$ cat src/rtl/mul_seq_if.sv
// Request/result bundle between the core and the shift-add multiplier.
// The is_signed request bit exists only when SIGNED_MUL_EN is defined.
interface mul_seq_if #(
    parameter int N = 32
);
    logic         start;
    logic [N-1:0] a;
    logic [N-1:0] b;
`ifdef SIGNED_MUL_EN
    logic         is_signed;
`endif
    logic [N-1:0] out_lo;
    logic [N-1:0] out_hi;
    logic         we;
    logic         busy;

    modport master (
        output start,
        output a,
        output b,
`ifdef SIGNED_MUL_EN
        output is_signed,
`endif
        input  out_lo,
        input  out_hi,
        input  we,
        input  busy
    );

    modport slave (
        input  start,
        input  a,
        input  b,
`ifdef SIGNED_MUL_EN
        input  is_signed,
`endif
        output out_lo,
        output out_hi,
        output we,
        output busy
    );
endinterface

$ cat src/rtl/mul_seq.sv
// Iterative shift-add multiplier: one multiplier bit per clock, 2N-bit product, one-cycle we pulse.
// Define SIGNED_MUL_EN to add two's-complement operation selected by is_signed.
module mul_seq #(
    parameter int N = 32
) (
    input  logic      clock,
    input  logic      reset,
    mul_seq_if.slave  bus
);
    localparam int CW = $clog2(N + 1);

    typedef enum logic [1:0] {
        IDLE = 2'd0,
        RUN  = 2'd1,
        DONE = 2'd2
    } state_e;

    state_e         state_q, state_d;
    logic [CW-1:0]  cnt_q, cnt_d;
    logic [N-1:0]   mcand_q, mcand_d;
    logic [N-1:0]   hi_q, hi_d;
    logic [N-1:0]   lo_q, lo_d;
    logic           neg_q, neg_d;
    logic [N-1:0]   out_hi_q, out_hi_d;
    logic [N-1:0]   out_lo_q, out_lo_d;

    logic [N-1:0]   op_a, op_b;
    logic           op_neg;
    logic [N:0]     sum;
    logic [2*N-1:0] prod;
    logic [2*N-1:0] prod_out;

`ifdef SIGNED_MUL_EN
    // Magnitudes are latched; 2^(N-1) negates to itself, which is the correct magnitude.
    logic a_neg, b_neg;
    assign a_neg  = bus.is_signed & bus.a[N-1];
    assign b_neg  = bus.is_signed & bus.b[N-1];
    assign op_a   = a_neg ? -bus.a : bus.a;
    assign op_b   = b_neg ? -bus.b : bus.b;
    assign op_neg = a_neg ^ b_neg;
`else
    assign op_a   = bus.a;
    assign op_b   = bus.b;
    assign op_neg = 1'b0;
`endif

    // The extra sum bit holds the carry so it is shifted into the high half, never dropped.
    assign sum      = {1'b0, hi_q} + (lo_q[0] ? {1'b0, mcand_q} : {(N+1){1'b0}});
    assign prod     = {sum[N:1], sum[0], lo_q[N-1:1]};
    assign prod_out = neg_q ? -prod : prod;

    always_comb begin
        // NOTE: every variable gets its hold value first so no path infers a latch.
        state_d  = state_q;
        cnt_d    = cnt_q;
        mcand_d  = mcand_q;
        hi_d     = hi_q;
        lo_d     = lo_q;
        neg_d    = neg_q;
        out_hi_d = out_hi_q;
        out_lo_d = out_lo_q;

        unique case (state_q)
            IDLE: begin
                if (bus.start) begin
                    mcand_d = op_a;
                    lo_d    = op_b;
                    hi_d    = '0;
                    cnt_d   = '0;
                    neg_d   = op_neg;
                    state_d = RUN;
                end
            end
            RUN: begin
                hi_d  = prod[2*N-1:N];
                lo_d  = prod[N-1:0];
                cnt_d = cnt_q + CW'(1);
                if (cnt_q == CW'(N - 1)) begin
                    out_hi_d = prod_out[2*N-1:N];
                    out_lo_d = prod_out[N-1:0];
                    state_d  = DONE;
                end
            end
            DONE: begin
                state_d = IDLE;
            end
            default: begin
                state_d = IDLE;
            end
        endcase
    end

    always_ff @(posedge clock or posedge reset) begin
        if (reset) begin
            state_q  <= IDLE;
            cnt_q    <= '0;
            mcand_q  <= '0;
            hi_q     <= '0;
            lo_q     <= '0;
            neg_q    <= 1'b0;
            out_hi_q <= '0;
            out_lo_q <= '0;
        end else begin
            // NOTE: non-blocking so every register samples the pre-edge values of the others.
            state_q  <= state_d;
            cnt_q    <= cnt_d;
            mcand_q  <= mcand_d;
            hi_q     <= hi_d;
            lo_q     <= lo_d;
            neg_q    <= neg_d;
            out_hi_q <= out_hi_d;
            out_lo_q <= out_lo_d;
        end
    end

    assign bus.out_hi = out_hi_q;
    assign bus.out_lo = out_lo_q;
    assign bus.we     = (state_q == DONE);
    assign bus.busy   = (state_q != IDLE);
endmodule

$ cat src/flat_wrapper.sv
// flat-port wrapper written by rule: the top's interface ports become plain ports
module mul_seq_flat 
#(
    parameter int N = 32
)
  (clock, reset, bus_start, bus_a, bus_b, bus_out_lo, bus_out_hi, bus_we, bus_busy);
  mul_seq_if #(.N(N)) bus_i ();
  input  logic clock;
  input  logic reset;
  input wire logic [$bits(bus_i.start)-1:0] bus_start;
  input wire logic [$bits(bus_i.a)-1:0] bus_a;
  input wire logic [$bits(bus_i.b)-1:0] bus_b;
  output wire logic [$bits(bus_i.out_lo)-1:0] bus_out_lo;
  output wire logic [$bits(bus_i.out_hi)-1:0] bus_out_hi;
  output wire logic [$bits(bus_i.we)-1:0] bus_we;
  output wire logic [$bits(bus_i.busy)-1:0] bus_busy;
  assign bus_i.start = bus_start;
  assign bus_i.a = bus_a;
  assign bus_i.b = bus_b;
  assign bus_out_lo = bus_i.out_lo;
  assign bus_out_hi = bus_i.out_hi;
  assign bus_we = bus_i.we;
  assign bus_busy = bus_i.busy;
  mul_seq #(.N(N)) u_core (.clock(clock), .reset(reset), .bus(bus_i));
endmodule
$ cat config.mk
export PLATFORM = sky130hd
export DESIGN_NAME = mul_seq_flat
export DESIGN_NICKNAME = d
export VERILOG_FILES = /design/src/rtl/mul_seq_if.sv /design/src/rtl/mul_seq.sv /design/src/flat_wrapper.sv
export SDC_FILE = /design/constraint.sdc
export NUM_CORES = 1
export LEC_CHECK = 0
export CORE_MARGIN = 4
export CORE_UTILIZATION = 23
export CTS_CLUSTER_SIZE = 12
export DETAILED_ROUTE_END_ITERATION = 8
export GPL_TIMING_DRIVEN = 0
export PLACE_DENSITY_LB_ADDON = 0.2
export SLEW_MARGIN = 20
export SYNTH_ARGS = -nofsm -noshare
export SYNTH_HDL_FRONTEND = slang
export SYNTH_SLANG_ARGS = --single-unit
$ cat constraint.sdc
create_clock -name clock -period 18.1 [get_ports clock]
set_input_delay 3.62 -clock clock [delete_from_list [all_inputs] [get_ports clock]]
set_output_delay 3.62 -clock clock [all_outputs]
set_load 0.02 [all_outputs]
==> impl_metrics.csv, run 1 <==
group,metric,value,unit
drt,drc_errors,0,
drt,vias_per_cell,4.45,
synth,yosysSeqAreaShare,51.0,%
synth,syn_area,0.00824,mm^2
timing,tightest_slew,0.740,ns
timing,whs,0.472,ns
drt,vias,6688,
final_layout,finalNetCount,1129,
clock_network,cts_hold_buffers,0,
timing,finalHoldViolations,0,
final_layout,post-route-util,30.4,%
setup_path,reg2reg_depth,11,
synth,synth_cells,875,
final_layout,layout-drive-gt1-share,7.20,%
power_and_ir_drop,total_power,0.00168,W
synth,synth_area_leaders,"dfrtp_1 51%, nand2_1 7.4%, ha_1 5.0%",
drt,ant_nets,0,
final_layout,final.fill_count,3755,
synth,synth_top_cell_by_area,"dfrtp_1",
drt,wl_per_cell,16.8,um
global_routing,antenna_found_initial,0,
setup_path,slowest_delay,0.58,ns
setup_path,critical_path.startpoint_type,"register",
global_routing,grt_use_total,13.2,%
setup_path,r2r_slack,14.48,ns
clock_network,cts-root-buf,"clkbuf_16",
setup_path,arrival,1.72,ns
power_and_ir_drop,p_int,0.00100,W
synth,ys_ff_latch,168,
final_layout,antenna_cells,0,
synth,synth.net_count,976,
placed_design,hpwl,18800,um
setup_path,cp.required,14.48,ns
setup_path,crit_family,"buffers and inverters",
placed_design,dp_cells,1470,
global_routing,grt_pass1_wl,40300,um
power_and_ir_drop,pwr-share-comb,44.9,%
drt,wl,25200,um
power_and_ir_drop,p_leak,4.61,nW
floorplanning,die_area,0.0389,mm^2
clock_network,clkLatencyLatePin,0.44,ns
placed_design,place.port_buffers,132,
drt,drtIter0Drc,276,
synth,async_reset_ff_share,100,%
clock_network,htreeDepth,4,
setup_path,endpoint_kind,"output pin",
timing,fmax,0.187,GHz
outcome,status,"finished clean",
global_routing,grt_start_max_net_pins,65,
timing,setup_viol,0,
floorplanning,initial_utilization,23.2,%
timing,period_share,29.5,%
min_path,min_from,"u_core.bus.out_lo[3]",
drt,detail_route.first_pass.iterations,4,
placed_design,finalWeightedCongestion,0.807,
setup_path,crit_path_top_delay_cell,"clkdlybuf4s50_1",
clock_network,cts.clk_slew.worst_paths,0.07,ns
clock_network,post_cts_buffers,0,
clock_network,cts_resized,0,
floorplanning,die_h,197,um
clock_network,cts_tree,"yes",
clock_network,clock-sinks,168,
synth,synth_area_per_cell,9.41,um^2
synth,synth-edff-count,0,
timing,slew_headroom,50.7,%
setup_path,critical_path_buf_inv_count,2,
power_and_ir_drop,ir_drop,65.0,uV
timing,rsz0062_at_grt,"false",
power_and_ir_drop,p_sw,0.000676,W
timing,period_minus_slack,5.34,ns
timing,slew_violations,0,
min_path,min_to,"u_core.bus.out_lo[3]",
floorplanning,row_count,69,
synth,ys.flop_type,"dfrtp_1",
min_path,min_path_type,"register to register",
final_layout,area_delta_synth_final,31.0,%
power_and_ir_drop,seqPwrFrac,33.1,%
synth,yosysWarnings,0,
power_and_ir_drop,p_clk_share,22.0,%
floorplanning,fp.coreArea,0.0355,mm^2
clock_network,cts_buffer_depth,2,
final_layout,fin_cells,1502,
timing,setup_tns,0,ns
power_and_ir_drop,p_sw_share,40.2,%
setup_path,timing_worst_setup_path_type,"register to output pin",
min_path,min_path_cells,2,
floorplanning,dieWidth,197,um
setup_path,timing.rr.start,"u_core.lo_q[0]",
clock_network,cts_buffers,17,
setup_path,r2r-end,"u_core.bus.out_hi[19]",
setup_path,crit_chain,"nor2_1 -> inv_1 -> clkdlybuf4s50_1",
power_and_ir_drop,powerDensity,156,mW/mm^2
synth,synth_top_cell_area_share,51.0,%
setup_path,critPathMaxFanout,4,
synth,synth_cell_types,50,
timing,skew,0.0149,ns
flow_run,drv_cap,0,
global_routing,grt_pass1_vias,7143,
global_routing,grt_overflow,0,
floorplanning,io_pins,133,
worst min-delay path: stages, from the launching register on:
cell and delay (ns):
dfrtp_1 0.34, nand2_1 0.05, nand2_1 0.05
worst max path at each step:
stage,start,to,cells after the start
3_3_place_gp,reset,u_core.mcand_q[9],2
2_1_floorplan,reset,u_core.bus.out_hi[0],1
5_1_grt,bus_start,u_core.cnt_q[5],6
3_5_place_dp,bus_start,u_core.cnt_q[5],6
6_report,u_core.state_q[1],bus_busy,3
4_1_cts,bus_start,u_core.state_q[0],5
layout by cell type (no fill, tap or decap), types with 3 or more instances in the layout:
master / n
o22ai_1: 32
and3_1: 3
xnor2_1: 13
buf_1: 3
xor2_1: 17
nand3_1: 41
o21ai_0: 74
clkbuf_1: 42
nor2_1: 83
a31oi_1: 3
nand2b_1: 3
dfrtp_1: 168
clkinvlp_4: 3
o21bai_1: 6
clkdlybuf4s50_1: 132
mux2_2: 32
nand2_1: 163
o31ai_1: 3
o21ai_1: 7
a21oi_1: 36
nor3_1: 6
and2_1: 36
o211ai_1: 3
ha_1: 33
clkbuf_8: 4
o211a_1: 3
clkbuf_16: 17
inv_6: 3
inv_1: 12
a21o_1: 15
nand4_1: 5
registers in the layout (all words and copies together) (netlist names):
signal and count:
u_core.cnt_q 6, u_core.state_q 2, u_core.hi_q 32, u_core.mcand_q 32
u_core.lo_q 32, u_core.bus.out_lo 32, u_core.bus.out_hi 32
layout make-up:
cell class / instances / area, um^2 / area share (%)
Clock inverter: 11 / 113 / 1.04
Multi-Input combinational cell: 649 / 3820 / 35.4
Inverter: 13 / 56.3 / 0.522
Timing Repair Buffer: 134 / 1380 / 12.8
Tap cell: 461 / 577 / 5.34
Clock buffer: 21 / 480 / 4.45
Sequential cell: 168 / 4200 / 39.0
Buffer: 45 / 169 / 1.57
stage by stage:
| step | setup WS, ns | cell area, um^2 |
|---|---|---|
| floorplan | 9.93 | 8240 |
| global placement | 7.02 | 10100 |
| detailed placement | 12.25 | 10200 |
| CTS | 12.71 | 10800 |
| global route | 12.52 | 10800 |
| finish | 12.76 | 10800 |
power groups by stage:
stage	Clock [W]	Combinational [W]	Sequential (W)
floorplan	0	0.000565	0.000543
finish	0.000370	0.000754	0.000555
CTS	0.000384	0.000764	0.000555
global placement	0	0.000748	0.000559
detailed placement	0	0.000759	0.000562
global route	0.000397	0.000857	0.000571
cells in the mapped netlist (3+ instances only):
cell      instances
o22ai_1          32
nand2b_1          3
a31oi_1           3
inv_1            13
xnor2_1          13
a21o_1           15
o211a_1           3
o21ai_1           7
o21ai_0          74
a21oi_1          36
clkbuf_1         42
nor2_1           83
nand2_1         163
and2_1           36
nand3_1          41
nor3_1            6
buf_1             3
dfrtp_1         168
mux2_2           32
o211ai_1          3
o31ai_1           3
ha_1             33
nand4_1           5
and3_1            3
o21bai_1          6
xor2_1           17
kinds of logic after synthesis:
logic type                 synth area share (%)
buffers and inverters                      2.64
DFF                                        51.0
xor gates and xnor gates                   3.19
AOI/OAI and AO/OA                          14.9
and+or+nand+nor                            18.6
adders and majority gates                  5.26
muxes                                      4.37
layer usage:
metal,wire length (um),GRT usage (%)
met5,0,0
met1,12000,18.2
met3,1020,2.44
met4,275,3.39
met2,11900,21.4
No activity file was read; power rests on OpenSTA's default activity.
==> run 2: changes to the inputs <==
==> constraint.sdc (replaced) <==
create_clock -name clock -period 5.5 [get_ports clock]
set_input_delay 1.1 -clock clock [delete_from_list [all_inputs] [get_ports clock]]
set_output_delay 1.1 -clock clock [all_outputs]
set_load 0.02 [all_outputs]
==> impl_metrics.csv, run 2 (synthesis results as in run 1) <==
group,metric,value,unit
outcome,status,"finished clean",
flow_run,drv_cap,0,
clock_network,post_cts_buffers,0,
timing,slew_headroom,50.0,%
final_layout,area_delta_synth_final,31.0,%
min_path,min_to,"u_core.bus.out_lo[1]",
setup_path,timing.rr.start,"u_core.lo_q[0]",
clock_network,cts-root-buf,"clkbuf_16",
power_and_ir_drop,p_clk_share,21.1,%
setup_path,reg2reg_depth,11,
setup_path,r2r-end,"u_core.bus.out_hi[27]",
min_path,min_path_type,"register to register",
setup_path,r2r_slack,1.84,ns
timing,setup_viol,0,
clock_network,cts.clk_slew.worst_paths,0.07,ns
floorplanning,row_count,69,
setup_path,arrival,3.95,ns
floorplanning,die_h,197,um
setup_path,critical_path.startpoint_type,"register",
final_layout,finalNetCount,1132,
clock_network,cts_hold_buffers,0,
drt,wl,25200,um
clock_network,clkLatencyLatePin,0.43,ns
drt,detail_route.first_pass.iterations,4,
power_and_ir_drop,p_sw,0.00223,W
power_and_ir_drop,ir_drop,229,uV
power_and_ir_drop,p_sw_share,40.8,%
placed_design,dp_cells,1473,
clock_network,cts_resized,0,
power_and_ir_drop,total_power,0.00546,W
clock_network,cts_buffer_depth,2,
min_path,min_path_cells,2,
global_routing,grt_pass1_wl,39400,um
floorplanning,die_area,0.0389,mm^2
timing,setup_tns,0,ns
power_and_ir_drop,powerDensity,506,mW/mm^2
timing,skew,0.0110,ns
clock_network,clock-sinks,168,
final_layout,layout-drive-gt1-share,7.29,%
timing,period_share,66.6,%
drt,drtIter0Drc,363,
global_routing,grt_start_max_net_pins,31,
final_layout,fin_cells,1504,
global_routing,grt_pass1_vias,6931,
power_and_ir_drop,p_leak,4.60,nW
final_layout,final_cell_mix,"168 x dfrtp_1, 163 x nand2_1, 132 x clkdlybuf4s50_1",
floorplanning,io_pins,133,
timing,finalHoldViolations,0,
timing,tightest_slew,0.750,ns
timing,rsz0062_at_grt,"false",
final_layout,antenna_cells,0,
timing,fmax,0.273,GHz
setup_path,cp.required,5.78,ns
setup_path,timing_worst_setup_path_type,"register to register",
global_routing,antenna_found_initial,0,
global_routing,grt_overflow,0,
drt,vias,6681,
final_layout,final.fill_count,3739,
clock_network,cts_buffers,17,
final_layout,multi_input_area,0.00382,mm^2
power_and_ir_drop,pwr-share-comb,45.4,%
setup_path,endpoint_kind,"register",
floorplanning,dieWidth,197,um
drt,vias_per_cell,4.44,
drt,ant_nets,0,
power_and_ir_drop,p_int,0.00323,W
power_and_ir_drop,seqPwrFrac,33.4,%
timing,slew_violations,0,
placed_design,place.port_buffers,132,
placed_design,finalWeightedCongestion,0.808,
placed_design,hpwl,19000,um
floorplanning,initial_utilization,23.2,%
drt,drc_errors,0,
global_routing,grt_use_total,12.9,%
timing,period_minus_slack,3.66,ns
min_path,min_from,"u_core.bus.out_lo[1]",
setup_path,critPathMaxFanout,10,
clock_network,cts_tree,"yes",
clock_network,htreeDepth,4,
floorplanning,fp.coreArea,0.0355,mm^2
final_layout,layout_commonest_cell,"dfrtp_1",
final_layout,regArea,0.00420,mm^2
drt,wl_per_cell,16.8,um
run 2: changes by cell type in the layout (fill, tap and decap cells not counted):
cell	delta
bufinv_16	-1
clkbuf_8	-2
buf_12	+5
clkinv_4	+1
buf_16	-2
clkinvlp_4	+1
inv_8	-1
clkbuf_1	+1
run 2: metal layers:
layer / GRT usage, % / routed length, um / share of wire, % / vias to the layer above
li1: - / - / - / 3346
met1: 18.1 / 12300 / 49 / 3212
met2: 20.7 / 11700 / 46 / 108
met3: 2.30 / 865 / 3.4 / 15
met4: 3.47 / 306 / 1.2 / 0
met5: 0 / 0 / 0 / -
run 2: area by class of cell:
class / count / area share, %
clock inverters: 11 / 0.847
repair buffers: 137 / 13.2
plain buffers: 45 / 1.57
clock buffers: 20 / 4.23
well taps: 461 / 5.35
inverters: 13 / 0.487
flip-flops and latches: 168 / 39.0
multi-input cells: 649 / 35.4
run 2: critical path, cell delays in order (launching register included):
cell,delay [ns]
dfrtp_1,0.47
clkbuf_1,0.23
and2_1,0.21
fa_1,0.43
a21o_1,0.23
a311o_1,0.39
a2111o_1,0.44
a41o_1,0.34
a31oi_2,0.32
o21ai_1,0.14
xnor2_1,0.21
o21ai_1,0.11
run 2: worst max path at each step:
stage,from,to,slack (ns),depth (start not counted)
4_1_cts,u_core.lo_q[0],u_core.bus.out_hi[27],1.84,11
6_report,u_core.lo_q[0],u_core.bus.out_hi[27],1.84,11
5_1_grt,u_core.lo_q[0],u_core.bus.out_hi[19],1.67,11
3_5_place_dp,u_core.lo_q[0],u_core.bus.out_hi[27],1.85,11
2_1_floorplan,reset,u_core.bus.out_hi[0],2.26,1
3_3_place_gp,reset,u_core.mcand_q[16],0.54,2
run 2: metrics by stage:
stage	setup slack [ns]	util (%)	hold slack (ns)	cell area (um^2)
floorplan	2.26	-	0.455	8240
global placement	0.545	28.6	0.461	10100
detailed placement	1.85	28.9	0.463	10200
CTS	1.84	30.4	0.482	10800
global route	1.67	30.4	0.496	10800
finish	1.84	30.4	0.477	10800
run 2: power by group through the flow:
stage	registers [W]	logic [W]	clock network [W]
after floorplan	0.00179	0.00186	0
after global placement	0.00184	0.00246	0
after detailed placement	0.00185	0.00249	0
after CTS	0.00183	0.00251	0.00120
after global routing	0.00188	0.00280	0.00125
final	0.00183	0.00248	0.00115
==> run 3: changes to the inputs <==
==> constraint.sdc (replaced) <==
create_clock -name clock -period 3.3 [get_ports clock]
set_input_delay 0.66 -clock clock [delete_from_list [all_inputs] [get_ports clock]]
set_output_delay 0.66 -clock clock [all_outputs]
set_load 0.02 [all_outputs]
==> impl_metrics.csv, run 3 (synthesis results as in run 1) <==
group,metric,value,unit
floorplanning,row_count,69,
global_routing,grt_use_total,13.1,%
drt,detail_route.first_pass.iterations,5,
floorplanning,initial_utilization,23.2,%
power_and_ir_drop,p_int,0.00560,W
power_and_ir_drop,total_power,0.00946,W
setup_path,endpoint_kind,"register",
timing,skew,0.0114,ns
timing,slew_headroom,51.5,%
clock_network,cts_buffers,17,
timing,rsz0062_at_grt,"true",
final_layout,area_delta_synth_final,33.5,%
clock_network,cts.clk_slew.worst_paths,0.07,ns
setup_path,arrival,3.54,ns
floorplanning,dieWidth,197,um
clock_network,cts_tree,"yes",
clock_network,cts_buffer_depth,2,
power_and_ir_drop,powerDensity,860,mW/mm^2
final_layout,final_cell_mix,"167 x dfrtp_1, 162 x nand2_1, 132 x clkdlybuf4s50_1",
timing,period_share,98.4,%
floorplanning,die_area,0.0389,mm^2
drt,vias_per_cell,4.45,
clock_network,htreeDepth,4,
clock_network,clock-sinks,168,
drt,vias,6737,
timing,slew_violations,0,
placed_design,hpwl,19000,um
timing,finalHoldViolations,0,
final_layout,antenna_cells,0,
timing,period_minus_slack,3.25,ns
global_routing,grt_pass1_vias,6991,
placed_design,place.port_buffers,132,
outcome,status,"finished clean",
timing,setup_viol,0,
global_routing,antenna_found_initial,1,
floorplanning,fp.coreArea,0.0355,mm^2
placed_design,finalWeightedCongestion,0.808,
final_layout,finalNetCount,1141,
power_and_ir_drop,seqPwrFrac,32.2,%
min_path,min_path_type,"register to register",
global_routing,grt_start_max_net_pins,31,
power_and_ir_drop,p_clk_share,20.3,%
power_and_ir_drop,p_leak,4.66,nW
final_layout,post-route-util,31.0,%
drt,wl_per_cell,16.9,um
power_and_ir_drop,p_sw,0.00387,W
clock_network,cts-root-buf,"clkbuf_16",
setup_path,critical_path.startpoint_type,"register",
power_and_ir_drop,ir_drop,387,uV
clock_network,clkLatencyLatePin,0.43,ns
power_and_ir_drop,pwr-share-comb,47.5,%
placed_design,placed_area,0.0102,mm^2
global_routing,grt_pass1_wl,39800,um
drt,drc_errors,0,
drt,drtIter0Drc,342,
global_routing,grt_overflow,0,
final_layout,fin_area,0.0110,mm^2
final_layout,layout-drive-gt1-share,10.2,%
setup_path,cp.required,3.59,ns
floorplanning,die_h,197,um
floorplanning,io_pins,133,
setup_path,critPathMaxFanout,4,
power_and_ir_drop,p_sw_share,40.9,%
timing,tightest_slew,0.727,ns
flow_run,drv_cap,0,
drt,ant_nets,0,
timing,whs,0.477,ns
drt,wl,25500,um
timing,fmax,0.308,GHz
setup_path,timing_worst_setup_path_type,"register to register",
final_layout,layout_commonest_cell,"dfrtp_1",
-- run 3: layout make-up --
| cell class | count | area, um^2 |
|---|---|---|
| fillers | 3720 | 24500 |
| well taps | 461 | 577 |
| multi-input cells | 649 | 3940 |
| clock buffers | 20 | 457 |
| repair buffers | 147 | 1500 |
| clock inverters | 11 | 91.3 |
| flip-flops and latches | 168 | 4210 |
| inverters | 13 | 52.6 |
| plain buffers | 44 | 176 |
-- run 3: final timing paths --
check,startpoint,to,slack (ns),depth (start not counted)
worst max register to register,u_core.lo_q[0],u_core.hi_q[19],0.05,11
max in group asynchronous,reset,u_core.bus.out_hi[20],1.63,5
worst max-delay path,u_core.lo_q[0],u_core.hi_q[19],0.05,11
worst min register to register,u_core.bus.out_lo[1],u_core.bus.out_lo[1],0.48,2
worst min-delay path,u_core.bus.out_lo[1],u_core.bus.out_lo[1],0.48,2
min in group asynchronous,reset,u_core.bus.out_lo[10],0.63,2
-- run 3: per-layer routing --
metal,share of wire (%),vias up,track usage (%)
met5,0,-,0
met4,1.2,0,3.47
met3,3.5,15,2.30
met2,47,114,20.9
met1,49,3248,18.4
li1,-,3360,-
-- run 3: critical path, stage by stage (launching register included) --
cell and delay, ns:
dfrtp_2 0.43, and2_4 0.15, ha_4 0.16, fa_2 0.35, a21o_1 0.21, a311o_1 0.39, a2111o_1 0.47, a41o_4 0.28
a21bo_4 0.24, a21oi_4 0.16, xor2_2 0.19, o21ai_1 0.08
-- run 3: repair_timing --
item                                    4_1_cts  5_1_grt
hold buffers                                  0        0
setup buffers                                 6        4
endpoints found under the setup margin       27       23
resized for setup                            16       19
pin swaps                                     8       12
-- run 3: metrics by stage --
stage,setup TNS [ns],setup slack [ns],cells
after global placement,-204.54,-1.22,1468
after CTS,0,0.00968,1509
final,0,0.0529,1513
after detailed placement,-4.53,-0.350,1473
after floorplan,0,0.193,875
after global routing,-0.174,-0.0572,1513
-- run 3: power groups by stage --
stage	Sequential (W)	Clock, W	Combinational, W
after detailed placement	0.00308	0	0.00415
after CTS	0.00304	0.00200	0.00437
after global routing	0.00313	0.00208	0.00504
final	0.00304	0.00192	0.00450
after global placement	0.00307	0	0.00410
after floorplan	0.00298	0	0.00310
